<file path="src/rtl/io_bus_pkg.sv">
// Shared types and register map for the simple I/O peripheral bus.
package io_bus_pkg;

    typedef enum logic [1:0] {IDLE, STROBE, WAIT, RESP} state_t;
    typedef enum logic {TAG_CMD, TAG_IRQ} tag_t;

    localparam logic [3:0] LED7HI     = 4'd1;
    localparam logic [3:0] LED7LO     = 4'd2;
    localparam logic [3:0] RGB        = 4'd3;
    localparam logic [3:0] TMR_MODE   = 4'd8;
    localparam logic [3:0] TMR_PS_HI  = 4'd9;
    localparam logic [3:0] TMR_PS_MID = 4'd10;
    localparam logic [3:0] TMR_PS_LO  = 4'd11;

endpackage

</file>
<file path="src/rtl/io_bus_initiator_if.sv">
// Command/response streams plus peripheral bus and irq signals of the initiator.
interface io_bus_initiator_if #(
    parameter int ADDR_W = 4,
    parameter int DATA_W = 8
);
    logic              cmd_valid;
    logic              cmd_ready;
    logic              cmd_wr;
    logic [ADDR_W-1:0] cmd_addr;
    logic [DATA_W-1:0] cmd_wdata;
    logic              rsp_valid;
    logic              rsp_ready;
    logic [DATA_W-1:0] rsp_rdata;
    logic [ADDR_W-1:0] AD;
    logic [DATA_W-1:0] DO;
    logic [DATA_W-1:0] DI;
    logic              rw;
    logic              cs;
    logic              irq;
    logic              irq_pending;
    logic              irq_event;
    logic [DATA_W-1:0] irq_status;

    modport master (
        input  cmd_valid, cmd_wr, cmd_addr, cmd_wdata, rsp_ready, DI, irq,
        output cmd_ready, rsp_valid, rsp_rdata, AD, DO, rw, cs,
               irq_pending, irq_event, irq_status
    );

    modport slave (
        output cmd_valid, cmd_wr, cmd_addr, cmd_wdata, rsp_ready, DI, irq,
        input  cmd_ready, rsp_valid, rsp_rdata, AD, DO, rw, cs,
               irq_pending, irq_event, irq_status
    );
endinterface

</file>
<file path="src/rtl/io_bus_initiator.sv">
// Register-bus initiator: one registered cs strobe per command, read data back on a
// response stream, and optional automatic status read to acknowledge peripheral irq.
module io_bus_initiator
    import io_bus_pkg::*;
#(
    parameter int                ADDR_W   = 4,
    parameter int                DATA_W   = 8,
    parameter int                RD_LAT   = 1,
    parameter logic [ADDR_W-1:0] IRQ_ADDR = ADDR_W'(8),
    parameter bit                AUTO_ACK = 1'b1
) (
    input  logic               clk,
    input  logic               rst,
    io_bus_initiator_if.master bus
);

    state_t            state, state_n;
    tag_t              tag, tag_n;
    logic [2:0]        cnt, cnt_n;
    logic              cs_q, cs_n;
    logic              rw_q, rw_n;
    logic [ADDR_W-1:0] ad_q, ad_n;
    logic [DATA_W-1:0] do_q, do_n;
    logic              rsp_valid_q, rsp_valid_n;
    logic [DATA_W-1:0] rsp_rdata_q, rsp_rdata_n;
    logic              pend_q, pend_n;
    logic              evt_q, evt_n;
    logic [DATA_W-1:0] stat_q, stat_n;
    logic              irq_svc;
    logic              ready_c;

    assign irq_svc = AUTO_ACK && bus.irq;

    always_ff @(posedge clk or negedge rst) begin
        if (!rst) begin
            state       <= IDLE;
            tag         <= TAG_CMD;
            cnt         <= '0;
            cs_q        <= 1'b0;
            rw_q        <= 1'b1;
            ad_q        <= '0;
            do_q        <= '0;
            rsp_valid_q <= 1'b0;
            rsp_rdata_q <= '0;
            pend_q      <= 1'b0;
            evt_q       <= 1'b0;
            stat_q      <= '0;
        end else begin
            state       <= state_n;
            tag         <= tag_n;
            cnt         <= cnt_n;
            cs_q        <= cs_n;
            rw_q        <= rw_n;
            ad_q        <= ad_n;
            do_q        <= do_n;
            rsp_valid_q <= rsp_valid_n;
            rsp_rdata_q <= rsp_rdata_n;
            pend_q      <= pend_n;
            evt_q       <= evt_n;
            stat_q      <= stat_n;
        end
    end

    always_comb begin
        state_n     = state;
        tag_n       = tag;
        cnt_n       = cnt;
        cs_n        = 1'b0;
        rw_n        = rw_q;
        ad_n        = ad_q;
        do_n        = do_q;
        rsp_valid_n = rsp_valid_q;
        rsp_rdata_n = rsp_rdata_q;
        pend_n      = pend_q;
        evt_n       = 1'b0;
        stat_n      = stat_q;
        ready_c     = 1'b0;
        // irq seen anywhere marks pending; only a completed auto-read clears it
        if (bus.irq) pend_n = 1'b1;
        case (state)
            IDLE: begin
                ready_c = rst && !irq_svc;
                if (irq_svc) begin
                    ad_n    = IRQ_ADDR;
                    rw_n    = 1'b1;
                    cs_n    = 1'b1;
                    tag_n   = TAG_IRQ;
                    state_n = STROBE;
                end else if (bus.cmd_valid) begin
                    ad_n    = bus.cmd_addr;
                    do_n    = bus.cmd_wdata;
                    rw_n    = !bus.cmd_wr;
                    cs_n    = 1'b1;
                    tag_n   = TAG_CMD;
                    state_n = STROBE;
                end
            end
            STROBE: begin
                if (rw_q) begin
                    cnt_n   = 3'(RD_LAT);
                    state_n = WAIT;
                end else begin
                    state_n = IDLE;
                end
            end
            WAIT: begin
                if (cnt == 3'd1) begin
                    if (tag == TAG_IRQ) begin
                        stat_n  = bus.DI;
                        evt_n   = 1'b1;
                        pend_n  = 1'b0;
                        state_n = IDLE;
                    end else begin
                        rsp_rdata_n = bus.DI;
                        rsp_valid_n = 1'b1;
                        state_n     = RESP;
                    end
                end else begin
                    cnt_n = cnt - 3'd1;
                end
            end
            RESP: begin
                if (bus.rsp_ready) begin
                    rsp_valid_n = 1'b0;
                    state_n     = IDLE;
                end
            end
            default: state_n = IDLE;
        endcase
    end

    assign bus.cmd_ready   = ready_c;
    assign bus.cs          = cs_q;
    assign bus.rw          = rw_q;
    assign bus.AD          = ad_q;
    assign bus.DO          = do_q;
    assign bus.rsp_valid   = rsp_valid_q;
    assign bus.rsp_rdata   = rsp_rdata_q;
    assign bus.irq_pending = pend_q;
    assign bus.irq_event   = evt_q;
    assign bus.irq_status  = stat_q;

endmodule

</file>
<file path="src/flat_wrapper.sv">
// flat-port wrapper written by rule: the top's interface ports become plain ports
module io_bus_initiator_flat import io_bus_pkg::*;
#(
    parameter int                ADDR_W   = 4,
    parameter int                DATA_W   = 8,
    parameter int                RD_LAT   = 1,
    parameter logic [ADDR_W-1:0] IRQ_ADDR = ADDR_W'(8),
    parameter bit                AUTO_ACK = 1'b1
)
  (clk, rst, bus_cmd_valid, bus_cmd_wr, bus_cmd_addr, bus_cmd_wdata, bus_rsp_ready, bus_DI, bus_irq, bus_cmd_ready, bus_rsp_valid, bus_rsp_rdata, bus_AD, bus_DO, bus_rw, bus_cs, bus_irq_pending, bus_irq_event, bus_irq_status);
  io_bus_initiator_if #(.ADDR_W(ADDR_W), .DATA_W(DATA_W)) bus_i ();
  input  logic clk;
  input  logic rst;
  input wire logic [$bits(bus_i.cmd_valid)-1:0] bus_cmd_valid;
  input wire logic [$bits(bus_i.cmd_wr)-1:0] bus_cmd_wr;
  input wire logic [$bits(bus_i.cmd_addr)-1:0] bus_cmd_addr;
  input wire logic [$bits(bus_i.cmd_wdata)-1:0] bus_cmd_wdata;
  input wire logic [$bits(bus_i.rsp_ready)-1:0] bus_rsp_ready;
  input wire logic [$bits(bus_i.DI)-1:0] bus_DI;
  input wire logic [$bits(bus_i.irq)-1:0] bus_irq;
  output wire logic [$bits(bus_i.cmd_ready)-1:0] bus_cmd_ready;
  output wire logic [$bits(bus_i.rsp_valid)-1:0] bus_rsp_valid;
  output wire logic [$bits(bus_i.rsp_rdata)-1:0] bus_rsp_rdata;
  output wire logic [$bits(bus_i.AD)-1:0] bus_AD;
  output wire logic [$bits(bus_i.DO)-1:0] bus_DO;
  output wire logic [$bits(bus_i.rw)-1:0] bus_rw;
  output wire logic [$bits(bus_i.cs)-1:0] bus_cs;
  output wire logic [$bits(bus_i.irq_pending)-1:0] bus_irq_pending;
  output wire logic [$bits(bus_i.irq_event)-1:0] bus_irq_event;
  output wire logic [$bits(bus_i.irq_status)-1:0] bus_irq_status;
  assign bus_i.cmd_valid = bus_cmd_valid;
  assign bus_i.cmd_wr = bus_cmd_wr;
  assign bus_i.cmd_addr = bus_cmd_addr;
  assign bus_i.cmd_wdata = bus_cmd_wdata;
  assign bus_i.rsp_ready = bus_rsp_ready;
  assign bus_i.DI = bus_DI;
  assign bus_i.irq = bus_irq;
  assign bus_cmd_ready = bus_i.cmd_ready;
  assign bus_rsp_valid = bus_i.rsp_valid;
  assign bus_rsp_rdata = bus_i.rsp_rdata;
  assign bus_AD = bus_i.AD;
  assign bus_DO = bus_i.DO;
  assign bus_rw = bus_i.rw;
  assign bus_cs = bus_i.cs;
  assign bus_irq_pending = bus_i.irq_pending;
  assign bus_irq_event = bus_i.irq_event;
  assign bus_irq_status = bus_i.irq_status;
  io_bus_initiator #(.ADDR_W(ADDR_W), .DATA_W(DATA_W), .RD_LAT(RD_LAT), .IRQ_ADDR(IRQ_ADDR), .AUTO_ACK(AUTO_ACK)) u_core (.clk(clk), .rst(rst), .bus(bus_i));
endmodule
</file>
<file path="config.mk">
export PLATFORM = sky130hd
export DESIGN_NAME = io_bus_initiator_flat
export DESIGN_NICKNAME = d
export VERILOG_FILES = /design/src/rtl/io_bus_pkg.sv /design/src/rtl/io_bus_initiator_if.sv /design/src/rtl/io_bus_initiator.sv /design/src/flat_wrapper.sv
export SDC_FILE = /design/constraint.sdc
export NUM_CORES = 1
export LEC_CHECK = 0
export ABC_AREA = 1
export CORE_MARGIN = 2
export CORE_UTILIZATION = 50
export CTS_BUF_LIST = sky130_fd_sc_hd__clkbuf_8
export CTS_CLUSTER_SIZE = 40
export DETAILED_ROUTE_END_ITERATION = 8
export PLACE_DENSITY = 0.87
export SYNTH_ARGS = -nofsm -noshare
export SYNTH_HDL_FRONTEND = slang
export SYNTH_SLANG_ARGS = --single-unit
</file>
<file path="constraint.sdc">
create_clock -name clk -period 4 [get_ports clk]
set_input_delay 0.6 -clock clk [delete_from_list [all_inputs] [get_ports clk]]
set_output_delay 0.6 -clock clk [all_outputs]
set_load 0.005 [all_outputs]
</file>
======== Yosys cells after proc, flatten, opt, wreduce, memory -nomap -nowiden ========
Index checks and enable logic that the tools add are counted.
word-level totals
  latch bits .............................. 0
  input port bits ......................... 26
  output and inout port bits .............. 34
  word-level logic and storage cells ...... 70
  register bits ........................... 39
  memory bits (writable) .................. 0
  bits in read-only memories .............. 0
  memories kept ........................... 0
operators by class
  equality and inequality tests ........... 10
  div/mod/pow operators ................... 0
  multiply operators ...................... 0
  shifts and indexed selects .............. 0
  $lt $le $gt $ge ......................... 0
  muxes and demuxes ....................... 31
  reduce and logical (&&, ||, !) cells .... 14
  $add $sub $neg .......................... 1
  bitwise operators ....................... 2
operators by type and width
  operator                                                             number
  1-bit two-way mux                                                    18
  3-bit AND reduction                                                  5
  2-bit two-way mux                                                    6
  4-bit two-way mux                                                    2
  2-bit case mux with 4 select lines                                   1
  3-bit two-way mux                                                    2
  2-bit != test (second input constant)                                3
  3-bit case mux with 2 select lines                                   1
  2-bit nonzero test                                                   3
  2-bit == test (second input constant)                                2
  2-bit by 1-bit != test with 1-bit output (second input constant)     2
  4-bit AND reduction                                                  1
  3-bit by 1-bit == test with 1-bit output (second input constant)     1
  3-bit != test (second input constant)                                1
  3-bit by 1-bit subtractor with 3-bit output (second input constant)  1
  2-bit by 1-bit == test with 1-bit output (second input constant)     1
  1-bit logical NOT                                                    2
  2-bit logical NOT                                                    1
  1-bit NOT                                                            2
  1-bit case mux with 2 select lines                                   1
  2-bit AND reduction                                                  1
  1-bit logical AND                                                    1

======== Logic depth before layout (Yosys ltp) ========
  depth in word-level cells ............... 4
  mapped depth ............................ 8
  gate-level depth less buffers ........... 8

======== Worst setup path after synthesis ========
OpenSTA, ideal clock, no wires.
  path kind ............................... input to output
  from .................................... input port bus_irq
  to ...................................... output port bus_cmd_ready
  cell stages on the path ................. 4
  buffers on the path ..................... 1
  path slack .............................. 2.453 ns
  arrival ................................. 0.947 ns
  path through ............................ clkbuf_1 inv_1 nand2_1 nor2_1
on the way
  longest elaborated chain between the ends .. 3
RTL lines
  what                RTL line                RTL
  start: declaration  flat_wrapper.sv:20      input wire logic [$bits(bus_i.irq)-1:0] bus_irq;
  1-bit logical NOT   io_bus_initiator.sv:82  ready_c = rst && !irq_svc;
  1-bit logical AND   io_bus_initiator.sv:82
  1-bit two-way mux   io_bus_initiator.sv:80  case (state)
  end: declaration    flat_wrapper.sv:21      output wire logic [$bits(bus_i.cmd_ready)-1:0] bus_cmd_ready;
Every way passes these cells.

======== Final worst setup path ========
Ends and elaborated chain as after synthesis.

==> results.md <==
- Outcome: complete, no violations
- Post-synth ARST share: 1.00
- Final TNS setup: 0 ps
- Clock-pin slew on the worst setup and hold paths: 80 ps
- Initial antenna violation count: 0
- IO Count: 60
- Worst-skew pair later-pin latency: 280 ps
- Synth Register Bits: 39
- Clock tree buffer depth: 2
- Ratio of cells with drive above 1 in the final layout: 0.104
- Distinct cells, synth: 22
- Routed len/inst: about 11 µm
- Setup crit start kind: input port
- HPWL after DPL: 2570 µm
- Vias in the first global route: ~1500
- Worst-margin pin slew: 621 ps
- PnR worst setup slack: 1390 ps
- Die Y: 63.7 µm
- Die area: 4060 µm²
- Critical path arrival: roughly 2000 ps
- H-tree depth: 2
- Commonest non-fill, non-tap cell in the layout: nand2_1
- Maximum achievable frequency: roughly 0.38 GHz
- Main synth FF type: dfrtp_1
- Psw: 594 µW
- Class of the worst hold path: in2async
- Period utilization: 0.653
- Final min period: ~2600 ps
- Synth-to-layout area growth: 39.0%
- Syn_nets: 231
- Worst setup path class: in2out
- Final Max Tran Viols: 0
- Final WL: between 3000 and 4000 µm
- Placed cell area: 2390 µm²
- Vias per cell: around 4.6
- Power density over the cells: 705 nW/µm²
- 1st-pass router iterations: 4
- Post-Synth Simple-Gate Area: 0.195
- Crit end category: output pin
- Starting Density: 0.526
- Clock sink count: 39
- # DRC: 0
- Root Driver: clkbuf_8
- Number of cells after detailed placement: 298
- Drt initial violations: between 40 and 50
- Post-CTS setup buffer count: 0
- RSZ-0062 raised after global routing: false
- Combinational power share: 0.459
- Switching Share: 0.340
- Synth Area in Adders: 0.0562
- Largest net degree at the start of global routing: 40
- Max-Cap Viols: 0
- Post-Synth XOR/XNOR Area: 0
- CTS Buf Count: 5
- Clk pwr share: 0.143
- Leakage: approximately 1.2 nW
- Die X: 63.7 µm
- Global-route wire length before repair: just over 6000 µm
- Port bufs: 59
- Mapped cell area: 1780 µm²
- Synthesis Warnings: 0
- Rel. slew slack: 0.586
- VDD IR-drop max: roughly 420 µV
- Ant. Diodes: 0
- Final std cells w/o fill: 305
- Internal power: 1.15 mW
- Total track usage: 0.196
- Register area share after synthesis: 0.548
- Register share of total power: 0.398
- Compound-Gate Fraction of Synth Area: 0.124
- Skew final: 7.85 ps
- GRT overflow: 0
- Core area: 3390 µm²
- Cell count after synthesis: 197
- Post-CTS sizing: 0
- CTS tree: yes
- Hold Fails Final Rpt: 0
- Post-synth EDFFs: 0
- Post-place setup slack: 1390 ps
- Most frequent cells in the layout: nand2_1, clkdlybuf4s50_1, dfrtp_1, inv_1, o21ai_0
- Vias: ~1400
- Hold buffer count at cts: 0
- Worst path required time: about 3400 ps
- # setup viols final: 0
- GP Congestion: 0.763
- Routed Antenna Nets: 0
- # rows: 21
- Final nets: 293
- Portion of netlist area occupied by mux cells: 0
- Avg Inst Size Synth: 9.04 µm²
- Final Cell Area: 2480 µm²
- Main combinational cell family by area after synthesis: simple AND/OR/NAND/NOR gates
- CP max FO: 14
-- flip-flops by register name, indices dropped and copies added (netlist names), 2 cells and up --
signal and flops:
u_core.bus.AD 4, u_core.bus.DO 8, u_core.bus.rsp_rdata 8, u_core.bus.irq_status 8, u_core.state 2, u_core.cnt 3
-- through the flow --
stage	hold slack [ps]	util	power (mW)
floorplan	304	-	1.09
CTS	414	0.731	1.77
detailed placement	464	0.707	1.51
finish	383	0.731	1.75
global placement	456	0.707	1.49
global route	431	0.731	1.90
-- cells by family after synthesis --
family                     Yosys count
AOI/OAI and AO/OA                   35
adders and majority gates            8
buffers and inverters               31
DFF                                 39
and+or+nand+nor                     84
-- power groups by stage --
stage                     sequential, mW  clock [mW]  combinational (mW)
final                              0.695       0.250               0.802
after floorplan                    0.704           0               0.382
after CTS                          0.697       0.254               0.816
after global placement             0.695           0               0.793
after global routing               0.721       0.273               0.910
after detailed placement           0.701           0               0.813
-- layout make-up --
cell class	count	area, µm²
sequential	39	977
clock inverter	2	13.8
multi-input combinational	127	669
fill	258	912
timing repair buffer	60	593
tap	46	57.6
inverter	26	97.6
clock buffer	5	68.8
-- synth_stat cells (2+ instances only) --
| cell | number | share of area |
|---|---|---|
| nor2_1 | 8 | 0.017 |
| a21oi_2 | 2 | 0.0098 |
| buf_4 | 3 | 0.013 |
| nand2_1 | 67 | 0.14 |
| dfrtp_1 | 38 | 0.53 |
| or2_2 | 2 | 0.0070 |
| inv_1 | 26 | 0.055 |
| o21ai_2 | 9 | 0.044 |
| nand3_1 | 2 | 0.0056 |
| o21ai_1 | 8 | 0.022 |
| o21ai_0 | 12 | 0.034 |
| a21oi_1 | 2 | 0.0056 |
| ha_1 | 8 | 0.056 |
| nand3_2 | 2 | 0.011 |
-- path summary, 6_finish.rpt --
path | start | endpoint | slack (ps) | depth (start not counted)
min | rst | u_core.bus.irq_status[6] | 380 | 2
min reg2reg | u_core.bus.rsp_valid | u_core.bus.rsp_valid | 480 | 2
max | bus_irq | bus_cmd_ready | 1390 | 5
min in group clk | u_core.bus.rsp_valid | u_core.bus.rsp_valid | 480 | 2
max reg2reg | u_core.state[0] | u_core.bus.DO[7] | 2240 | 6
max in group asynchronous | rst | u_core.bus.rw | 3260 | 2
-- routing by layer --
metal / vias to the layer above / track usage / part of all wire
met4: 0 / 0.0652 / 0.0060
met3: 2 / 0.0429 / 0.048
li1: 731 / - / -
met1: 651 / 0.236 / 0.44
met5: - / 0 / 0
met2: 34 / 0.346 / 0.51
-- critical path, stage by stage --
cell and delay [ps]:
clkdlybuf4s50_1 660, inv_1 130, nand2_1 50, nor2_1 80
clkdlybuf4s50_1 500
(Power assumes the default switching activity.)
